<file path="src/rtl/nv_pwr_pkg.sv">
// Shared definitions for the island power-gate sequencer.
//   state_t        : sequencer state encoding (4 bits, 10 states)
//   stage_idx_w()  : width of the stage index for a given stage count
//   ISO_DLY_DEF    : default isolation / clock-enable spacing in cycles
//   TIMEOUT_DEF    : default per-stage ack timeout in cycles
package nv_pwr_pkg;

    typedef enum logic [3:0] {
        ST_OFF     = 4'd0,
        ST_UP_STG  = 4'd1,
        ST_UP_WAIT = 4'd2,
        ST_CLK_ON  = 4'd3,
        ST_ISO_REL = 4'd4,
        ST_ON      = 4'd5,
        ST_ISO_SET = 4'd6,
        ST_CLK_OFF = 4'd7,
        ST_DN_STG  = 4'd8,
        ST_FAULT   = 4'd9
    } state_t;

    localparam int ISO_DLY_DEF = 4;
    localparam int TIMEOUT_DEF = 255;

    // Index needs at least one bit even for a two-stage chain.
    function automatic int stage_idx_w(input int n);
        return (n <= 2) ? 1 : $clog2(n);
    endfunction

endpackage

</file>
<file path="src/rtl/nv_pwr_dly_cnt.sv">
// Loadable down-counter used for stage delays, iso/clock spacing and the
// ack timeout. Loading value N makes done rise N clocks later (N=0: done
// is already high on the next cycle). Holds at zero, never wraps.
//   clk      : clock
//   rst      : asynchronous active-high reset (count cleared)
//   load     : load load_val on the next edge (takes priority)
//   load_val : value to load
//   done     : count is zero
module nv_pwr_dly_cnt
    import nv_pwr_pkg::*;
#(
    parameter int W = 8
) (
    input  logic         clk,
    input  logic         rst,
    input  logic         load,
    input  logic [W-1:0] load_val,
    output logic         done
);

    logic [W-1:0] cnt;

    always_ff @(posedge clk or posedge rst) begin
        if (rst) begin
            cnt <= '0;
        end else if (load) begin
            cnt <= load_val;
        end else if (cnt != '0) begin
            cnt <= cnt - W'(1);
        end
    end

    assign done = (cnt == '0);

endmodule

</file>
<file path="src/rtl/nv_pwr_gate_seq.sv">
// Power-gate sequencer for one switchable island. Steps a daisy chain of
// power-switch enables on, then enables the island clock and releases
// isolation; reverses the order on power-down. Level req/ack handshake
// with the PMU, per-stage ack timeout and a sticky fault.
//   nvdla_core_clk : block clock
//   nvdla_core_rst : asynchronous active-high reset
//   pwr_req        : 1 = island requested on, 0 = requested off
//   pwr_ack        : 1 only while island is fully on and de-isolated
//   cfg_stage_dly  : cycles between stage enables (0 behaves as 1)
//   pg_en          : thermometer-coded switch stage enables
//   pg_ack         : per-stage switch acknowledge (pre-synchronised)
//   iso_en         : island output isolation (1 = isolated)
//   clk_en         : island clock enable
//   busy           : sequence in progress
//   fault          : sticky ack timeout, cleared only by reset
//
// state      | meaning
// -----------+--------------------------------------------------------
// OFF        | island off, isolated, waiting for pwr_req=1
// UP_STG     | pg_en[k] just raised, counting stage delay
// UP_WAIT    | stage delay over, waiting for pg_ack[k] (timeout armed)
// CLK_ON     | all switches on, clk_en=1, counting ISO_DLY
// ISO_REL    | isolation released, counting ISO_DLY
// ON         | island on, pwr_ack=1, waiting for pwr_req=0
// ISO_SET    | isolation re-applied, counting ISO_DLY
// CLK_OFF    | clock gated, counting ISO_DLY
// DN_STG     | pg_en[k] just cleared, counting stage delay
// FAULT      | ack timeout; switches held, exit by reset only
module nv_pwr_gate_seq
    import nv_pwr_pkg::*;
#(
    parameter int NUM_STAGES = 4,
    parameter int DLY_W      = 8,
    parameter int ISO_DLY    = ISO_DLY_DEF,
    parameter int TIMEOUT    = TIMEOUT_DEF
) (
    input  logic                  nvdla_core_clk,
    input  logic                  nvdla_core_rst,
    input  logic                  pwr_req,
    output logic                  pwr_ack,
    input  logic [DLY_W-1:0]      cfg_stage_dly,
    output logic [NUM_STAGES-1:0] pg_en,
    input  logic [NUM_STAGES-1:0] pg_ack,
    output logic                  iso_en,
    output logic                  clk_en,
    output logic                  busy,
    output logic                  fault
);

    localparam int K_W   = stage_idx_w(NUM_STAGES);
    localparam int ISO_W = $clog2(ISO_DLY + 1);
    localparam int CNT_W = (DLY_W > ISO_W) ? DLY_W : ISO_W;
    localparam int TO_W  = $clog2(TIMEOUT + 1);

    localparam logic [K_W-1:0]   K_LAST = K_W'(NUM_STAGES - 1);
    localparam logic [CNT_W-1:0] ISO_M1 = CNT_W'(ISO_DLY - 1);
    localparam logic [TO_W-1:0]  TO_M1  = TO_W'(TIMEOUT - 1);

    state_t           state;
    logic [K_W-1:0]   k;
    logic [DLY_W-1:0] dly_reg;
    logic [DLY_W-1:0] cfg_eff;
    logic [CNT_W-1:0] cfg_m1;
    logic [CNT_W-1:0] dly_m1;
    logic [CNT_W-1:0] dly_val;
    logic             dly_load;
    logic             dly_done;
    logic             to_load;
    logic             to_done;

    assign cfg_eff = (cfg_stage_dly == '0) ? DLY_W'(1) : cfg_stage_dly;
    assign cfg_m1  = CNT_W'(cfg_eff - DLY_W'(1));
    assign dly_m1  = CNT_W'(dly_reg - DLY_W'(1));

    // Counters are loaded with (delay-1) on the same edge the FSM enters
    // the timed state, so the state lasts exactly 'delay' cycles.
    always_comb begin
        dly_load = 1'b0;
        dly_val  = '0;
        to_load  = 1'b0;
        case (state)
            ST_OFF: begin
                if (pwr_req) begin
                    dly_load = 1'b1;
                    dly_val  = cfg_m1;
                end
            end
            ST_UP_STG: begin
                to_load = dly_done;
            end
            ST_UP_WAIT: begin
                if (pg_ack[k]) begin
                    dly_load = 1'b1;
                    dly_val  = (k == K_LAST) ? ISO_M1 : dly_m1;
                end
            end
            ST_CLK_ON, ST_ISO_SET: begin
                if (dly_done) begin
                    dly_load = 1'b1;
                    dly_val  = ISO_M1;
                end
            end
            ST_ON: begin
                if (!pwr_req) begin
                    dly_load = 1'b1;
                    dly_val  = ISO_M1;
                end
            end
            ST_CLK_OFF: begin
                if (dly_done) begin
                    dly_load = 1'b1;
                    dly_val  = dly_m1;
                end
            end
            ST_DN_STG: begin
                if (dly_done && (k != '0)) begin
                    dly_load = 1'b1;
                    dly_val  = dly_m1;
                end
            end
            default: ;
        endcase
    end

    nv_pwr_dly_cnt #(.W(CNT_W)) u_dly_cnt (
        .clk      (nvdla_core_clk),
        .rst      (nvdla_core_rst),
        .load     (dly_load),
        .load_val (dly_val),
        .done     (dly_done)
    );

    nv_pwr_dly_cnt #(.W(TO_W)) u_to_cnt (
        .clk      (nvdla_core_clk),
        .rst      (nvdla_core_rst),
        .load     (to_load),
        .load_val (TO_M1),
        .done     (to_done)
    );

    always_ff @(posedge nvdla_core_clk or posedge nvdla_core_rst) begin
        if (nvdla_core_rst) begin
            state   <= ST_OFF;
            k       <= '0;
            dly_reg <= DLY_W'(1);
            pg_en   <= '0;
            iso_en  <= 1'b1;
            clk_en  <= 1'b0;
            pwr_ack <= 1'b0;
            busy    <= 1'b0;
            fault   <= 1'b0;
        end else begin
            case (state)
                ST_OFF: begin
                    if (pwr_req) begin
                        state   <= ST_UP_STG;
                        k       <= '0;
                        dly_reg <= cfg_eff;
                        pg_en   <= {pg_en[NUM_STAGES-2:0], 1'b1};
                        busy    <= 1'b1;
                    end
                end
                ST_UP_STG: begin
                    if (dly_done) begin
                        state <= ST_UP_WAIT;
                    end
                end
                ST_UP_WAIT: begin
                    if (pg_ack[k]) begin
                        if (k == K_LAST) begin
                            state  <= ST_CLK_ON;
                            clk_en <= 1'b1;
                        end else begin
                            state <= ST_UP_STG;
                            k     <= k + K_W'(1);
                            pg_en <= {pg_en[NUM_STAGES-2:0], 1'b1};
                        end
                    end else if (to_done) begin
                        state  <= ST_FAULT;
                        fault  <= 1'b1;
                        busy   <= 1'b0;
                        clk_en <= 1'b0;
                        iso_en <= 1'b1;
                    end
                end
                ST_CLK_ON: begin
                    if (dly_done) begin
                        state  <= ST_ISO_REL;
                        iso_en <= 1'b0;
                    end
                end
                ST_ISO_REL: begin
                    if (dly_done) begin
                        state   <= ST_ON;
                        pwr_ack <= 1'b1;
                        busy    <= 1'b0;
                    end
                end
                ST_ON: begin
                    if (!pwr_req) begin
                        state   <= ST_ISO_SET;
                        dly_reg <= cfg_eff;
                        pwr_ack <= 1'b0;
                        iso_en  <= 1'b1;
                        busy    <= 1'b1;
                    end
                end
                ST_ISO_SET: begin
                    if (dly_done) begin
                        state  <= ST_CLK_OFF;
                        clk_en <= 1'b0;
                    end
                end
                ST_CLK_OFF: begin
                    if (dly_done) begin
                        state <= ST_DN_STG;
                        k     <= K_LAST;
                        pg_en <= pg_en >> 1;
                    end
                end
                ST_DN_STG: begin
                    // Switch acks are not monitored on the way down.
                    if (dly_done) begin
                        if (k != '0) begin
                            k     <= k - K_W'(1);
                            pg_en <= pg_en >> 1;
                        end else begin
                            state <= ST_OFF;
                            busy  <= 1'b0;
                        end
                    end
                end
                ST_FAULT: ;
                default: begin
                    state <= ST_OFF;
                end
            endcase
        end
    end

endmodule

</file>
<file path="config.mk">
export PLATFORM = sky130hd
export DESIGN_NAME = nv_pwr_gate_seq
export DESIGN_NICKNAME = d
export VERILOG_FILES = /design/src/rtl/nv_pwr_pkg.sv /design/src/rtl/nv_pwr_dly_cnt.sv /design/src/rtl/nv_pwr_gate_seq.sv
export SDC_FILE = /design/constraint.sdc
export NUM_CORES = 1
export LEC_CHECK = 0
export ABC_CLOCK_PERIOD_IN_PS = 2450
export CAP_MARGIN = 20
export CORE_AREA = 2 2 68 70
export DETAILED_ROUTE_END_ITERATION = 8
export DIE_AREA = 0 0 70 72
export DONT_BUFFER_PORTS = 1
export PLACE_DENSITY = 0.77
export SYNTH_ARGS = -nofsm -noshare
export SYNTH_HDL_FRONTEND = slang
export SYNTH_SLANG_ARGS = --single-unit
export TNS_END_PERCENT = 1
</file>
<file path="constraint.sdc">
create_clock -name nvdla_core_clk -period 2.45 [get_ports nvdla_core_clk]
set_input_delay 0 -clock nvdla_core_clk [delete_from_list [all_inputs] [get_ports nvdla_core_clk]]
set_output_delay 0 -clock nvdla_core_clk [all_outputs]
set_load 0.005 [all_outputs]
</file>
==> out/results.md <==
| Parameter | This run |
|:---|:---|
| Area fraction of the dominant cell type after synthesis | 35.1% |
| Vias per cell | 6.33 |
| Vertical die dimension | 72 um |
| Iteration-0 DRC count of the detailed router | 242 |
| Worst-Skew Late Latency | 0.29 ns |
| Status | finished clean |
| Post-Place Worst Slack | 0.251 ns |
| Clock tree from TritonCTS | built |
| Crit path largest cell delay | 0.75 ns |
| Drt drc | 0 |
| Final core area utilization | 69.5% |
| Highest layer used for signal routing | met4 |
| Largest fanout of any net on the critical path | 11 |
| Total global-route track usage | 26.5% |
| Capturing element type of the critical path | register |
| Grt total ovfl | 0 |
| Clock buffers created by TritonCTS | 5 |
| Number of buffers and inverters on the critical path | 0 |
| Critical path class | register to register |
| Maxcap violations | 0 |
| Met1 Routed Length | 2570 um |
| Slew at the pin closest to its max-slew limit | 0.728 ns |
| NumNets Final | 321 |
| Combined flip-flop and latch cell area | 978 sq um |
| Cell-by-cell trace of the critical path | or4b_2 > nor2_1 > a2111o_1 > or2_4 > mux2_4 |
| Met3 wire len | 465 um |
| Count of warnings emitted by yosys | 0 |
| Largest delay share family, worst path | simple AND/OR/NAND/NOR gates |
| Routed wl met2 | 2930 um |
| Final period utilization | 92.5% |
| Startpoint kind of the worst setup timing path | register |
| Master cell of the clock root buffer | sky130_fd_sc_hd__clkbuf_8 |
| Peak supply drop | 647 uV |
| Via count | 2241 |
| Worst Path Required | 2.63 ns |
| Synthesized area divided by synthesized cell count | 9.43 sq um |
| Fraction of registers with async set/reset | 100% |
| Worst Skew | 0.00638 ns |
| Post-Syn Instances | 280 |
| Initial antenna violation count | 0 |
| Startpoint of the tightest hold check path | cfg_stage_dly[6] |
| Global placer's final weighted congestion | 0.948 |
| Number of library cell types mapped by synthesis | 65 |
| Area of the multi-input gates | 1540 sq um |
| Combined area of all synthesized cells | 2640 sq um |
| Reg2Reg Depth | 5 |
| Final wirelength | 6090 um |
| Count of TritonRoute iterations in the first routing pass | 4 |
| Critical-path cell with the highest stage delay | sky130_fd_sc_hd__or4b_2 |
| DIE AREA | 5040 sq um |
| Count of flip-flops with a built-in enable after synthesis | 0 |
| Max Root-Sink Buffers | 2 |
| Cell type contributing the most total cell area after synthesis | sky130_fd_sc_hd__dfrtp_1 |
| Count of endpoints failing hold in the final timing report | 0 |
| Worst R2R Setup Slack | 0.18 ns |
| Accumulated negative setup slack | 0 ns |
| WL/cell | 17.2 um |
| Number of global-route vias before repair | 2300 |
| Layout cells sized above 1 | 17.5% |
| H-tree depth | 2 |
| Count of inserted antenna diode cells | 0 |
| Leading cell types by total area after synthesis | sky130_fd_sc_hd__dfrtp_1 35%, sky130_fd_sc_hd__mux2_2 6.4%, sky130_fd_sc_hd__xnor2_1 4.0% |
| Leakage | 0.00122 uW |
| Cells on Worst Hold Path | 3 |
| Sequential fraction of the synthesis area | 37.1% |
| Rows | 24 |
| Detailed placement HPWL | 4250 um |
| Synthesized net count | 300 |
| Signal arrival time at the worst endpoint | 2.45 ns |
| Most frequently used flop master after synthesis | sky130_fd_sc_hd__dfrtp_1 |
| Relative max-transition margin | 50.8% |
| Worst-case setup margin in the final layout | 0.184 ns |
| Unrepaired setup endpoints after global routing | no |
| Die Width | 70 um |
| Antenna Violating Nets Remaining | 0 |
| Clock-pin transition on the worst setup and hold timing paths | 0.08 ns |
| Maximum achievable frequency | 441 MHz |
| Launch instance of the worst register-to-register path | state[2] |
| Total of fill cells in the finished design | 317 |
| Number of instances in the placed design | 335 |
| Path category of the worst min-delay check | primary input to register |
| Maximum number of pins on one net before global-route repair | 40 |
| PortBufs | 0 |
| Area of the core | 4260 sq um |
| Final critical delay including setup and external delays | 2.27 ns |
| Post-route non-filler standard cell count | 354 |
| # Post-CTS Setup Buffers | 0 |
| Post-CTS Resized | 0 |
| Endpoints failing setup | 0 |
| Max-slew violation total from the final report | 0 |
| Area added between synthesis and finish | 12.3% |
| First-pass GRT wire length | 10700 um |
| Clock tree sinks | 39 |
| Number of top-level pins | 24 |
| Endpoint of the most critical register-to-register path | state[0] |
| Starting utilization of the core area | 61.9% |
| Synth Register Bits | 39 |
| Total power divided by cell area | 1270 nW/um^2 |
| Worst hold path endpoint | u_dly_cnt.cnt[6] |
==> routing by layer <==
metal	global-route usage (%)	vias up
met2	44.7	91
met3	6.94	14
met1	33.3	1062
met5	0	-
met4	9.62	0
li1	-	1074
==> kinds of logic (layout without fill, tap and decap cells) <==
family                     Yosys count  in the layout  synth area share (%)
AOI/OAI and AO/OA                   68             68                  18.0
buffers and inverters               24             46                  4.79
and+or+nand+nor                    105            105                  22.6
DFF                                 39             39                  37.1
xor gates and xnor gates            20             20                  6.64
adders and majority gates            5              5                  2.37
muxes                               19             19                  8.58
==> tightest hold or removal path: stages <==
cell and delay [ns]:
sky130_fd_sc_hd__xor2_1 0.05, sky130_fd_sc_hd__o22ai_1 0.13, sky130_fd_sc_hd__o21a_1 0.12
==> worst max-delay path by stage <==
stage,start,end,depth (start not counted)
after floorplan,u_dly_cnt.cnt[0],state[0],7
final,state[2],state[0],5
after detailed placement,u_dly_cnt.cnt[0],state[0],7
after global placement,state[2],state[0],5
after CTS,u_dly_cnt.cnt[0],state[0],7
after global routing,state[2],u_dly_cnt.cnt[2],5
==> placed cells by master, fill, tap and decap left out, drive strengths merged, types with 6 or more instances in the layout <==
master	instances
a21oi	7
buf	15
nor2b	6
nand2	28
clkbuf	6
o22ai	7
xnor2	12
nand3	7
o21ai	16
xor2	8
nor2	21
dfrtp	37
inv	12
dlygate4sd3	11
mux2	16
==> report_power, final <==
| group | internal [uW] | switching, uW |
|---|---|---|
| logic | 949 | 1010 |
| registers | 939 | 322 |
| clock network | 329 | 228 |
==> through the flow <==
step | cell area, sq um | total power (uW) | hold slack, ns
after floorplan | 2640 | 2750 | 0.151
after CTS | 2960 | 3760 | 0.0264
after detailed placement | 2740 | 3160 | 0.0408
after global placement | 2740 | 3100 | 0.0324
final | 2960 | 3780 | 0.0355
after global routing | 2960 | 4090 | 0.0666
==> final cells by class <==
| cell class | count | area share [%] |
|---|---|---|
| clock inverters | 2 | 1.18 |
| flip-flops and latches | 39 | 33.0 |
| inverters | 12 | 1.52 |
| clock buffers | 6 | 2.79 |
| multi-input cells | 217 | 51.8 |
| well taps | 52 | 2.20 |
| repair buffers | 26 | 7.51 |
==> synthesized netlist by cell type (all sizes together), types with 5 or more instances <==
master / count
xnor2: 12
nor4: 5
o22ai: 7
buf: 8
ha: 5
inv: 12
o21ai: 16
nor2b: 6
nor2: 21
nand2b: 5
o21a: 5
xor2: 8
nand2: 28
a21oi: 7
mux2: 16
nand3: 7
dfrtp: 37
==> repair_timing <==
item | in CTS | in global routing
setup endpoints to repair | 0 | 0
hold endpoints to repair | 48 | 0
hold buffers | 11 | 0
Power figures use the tool's default switching activity.
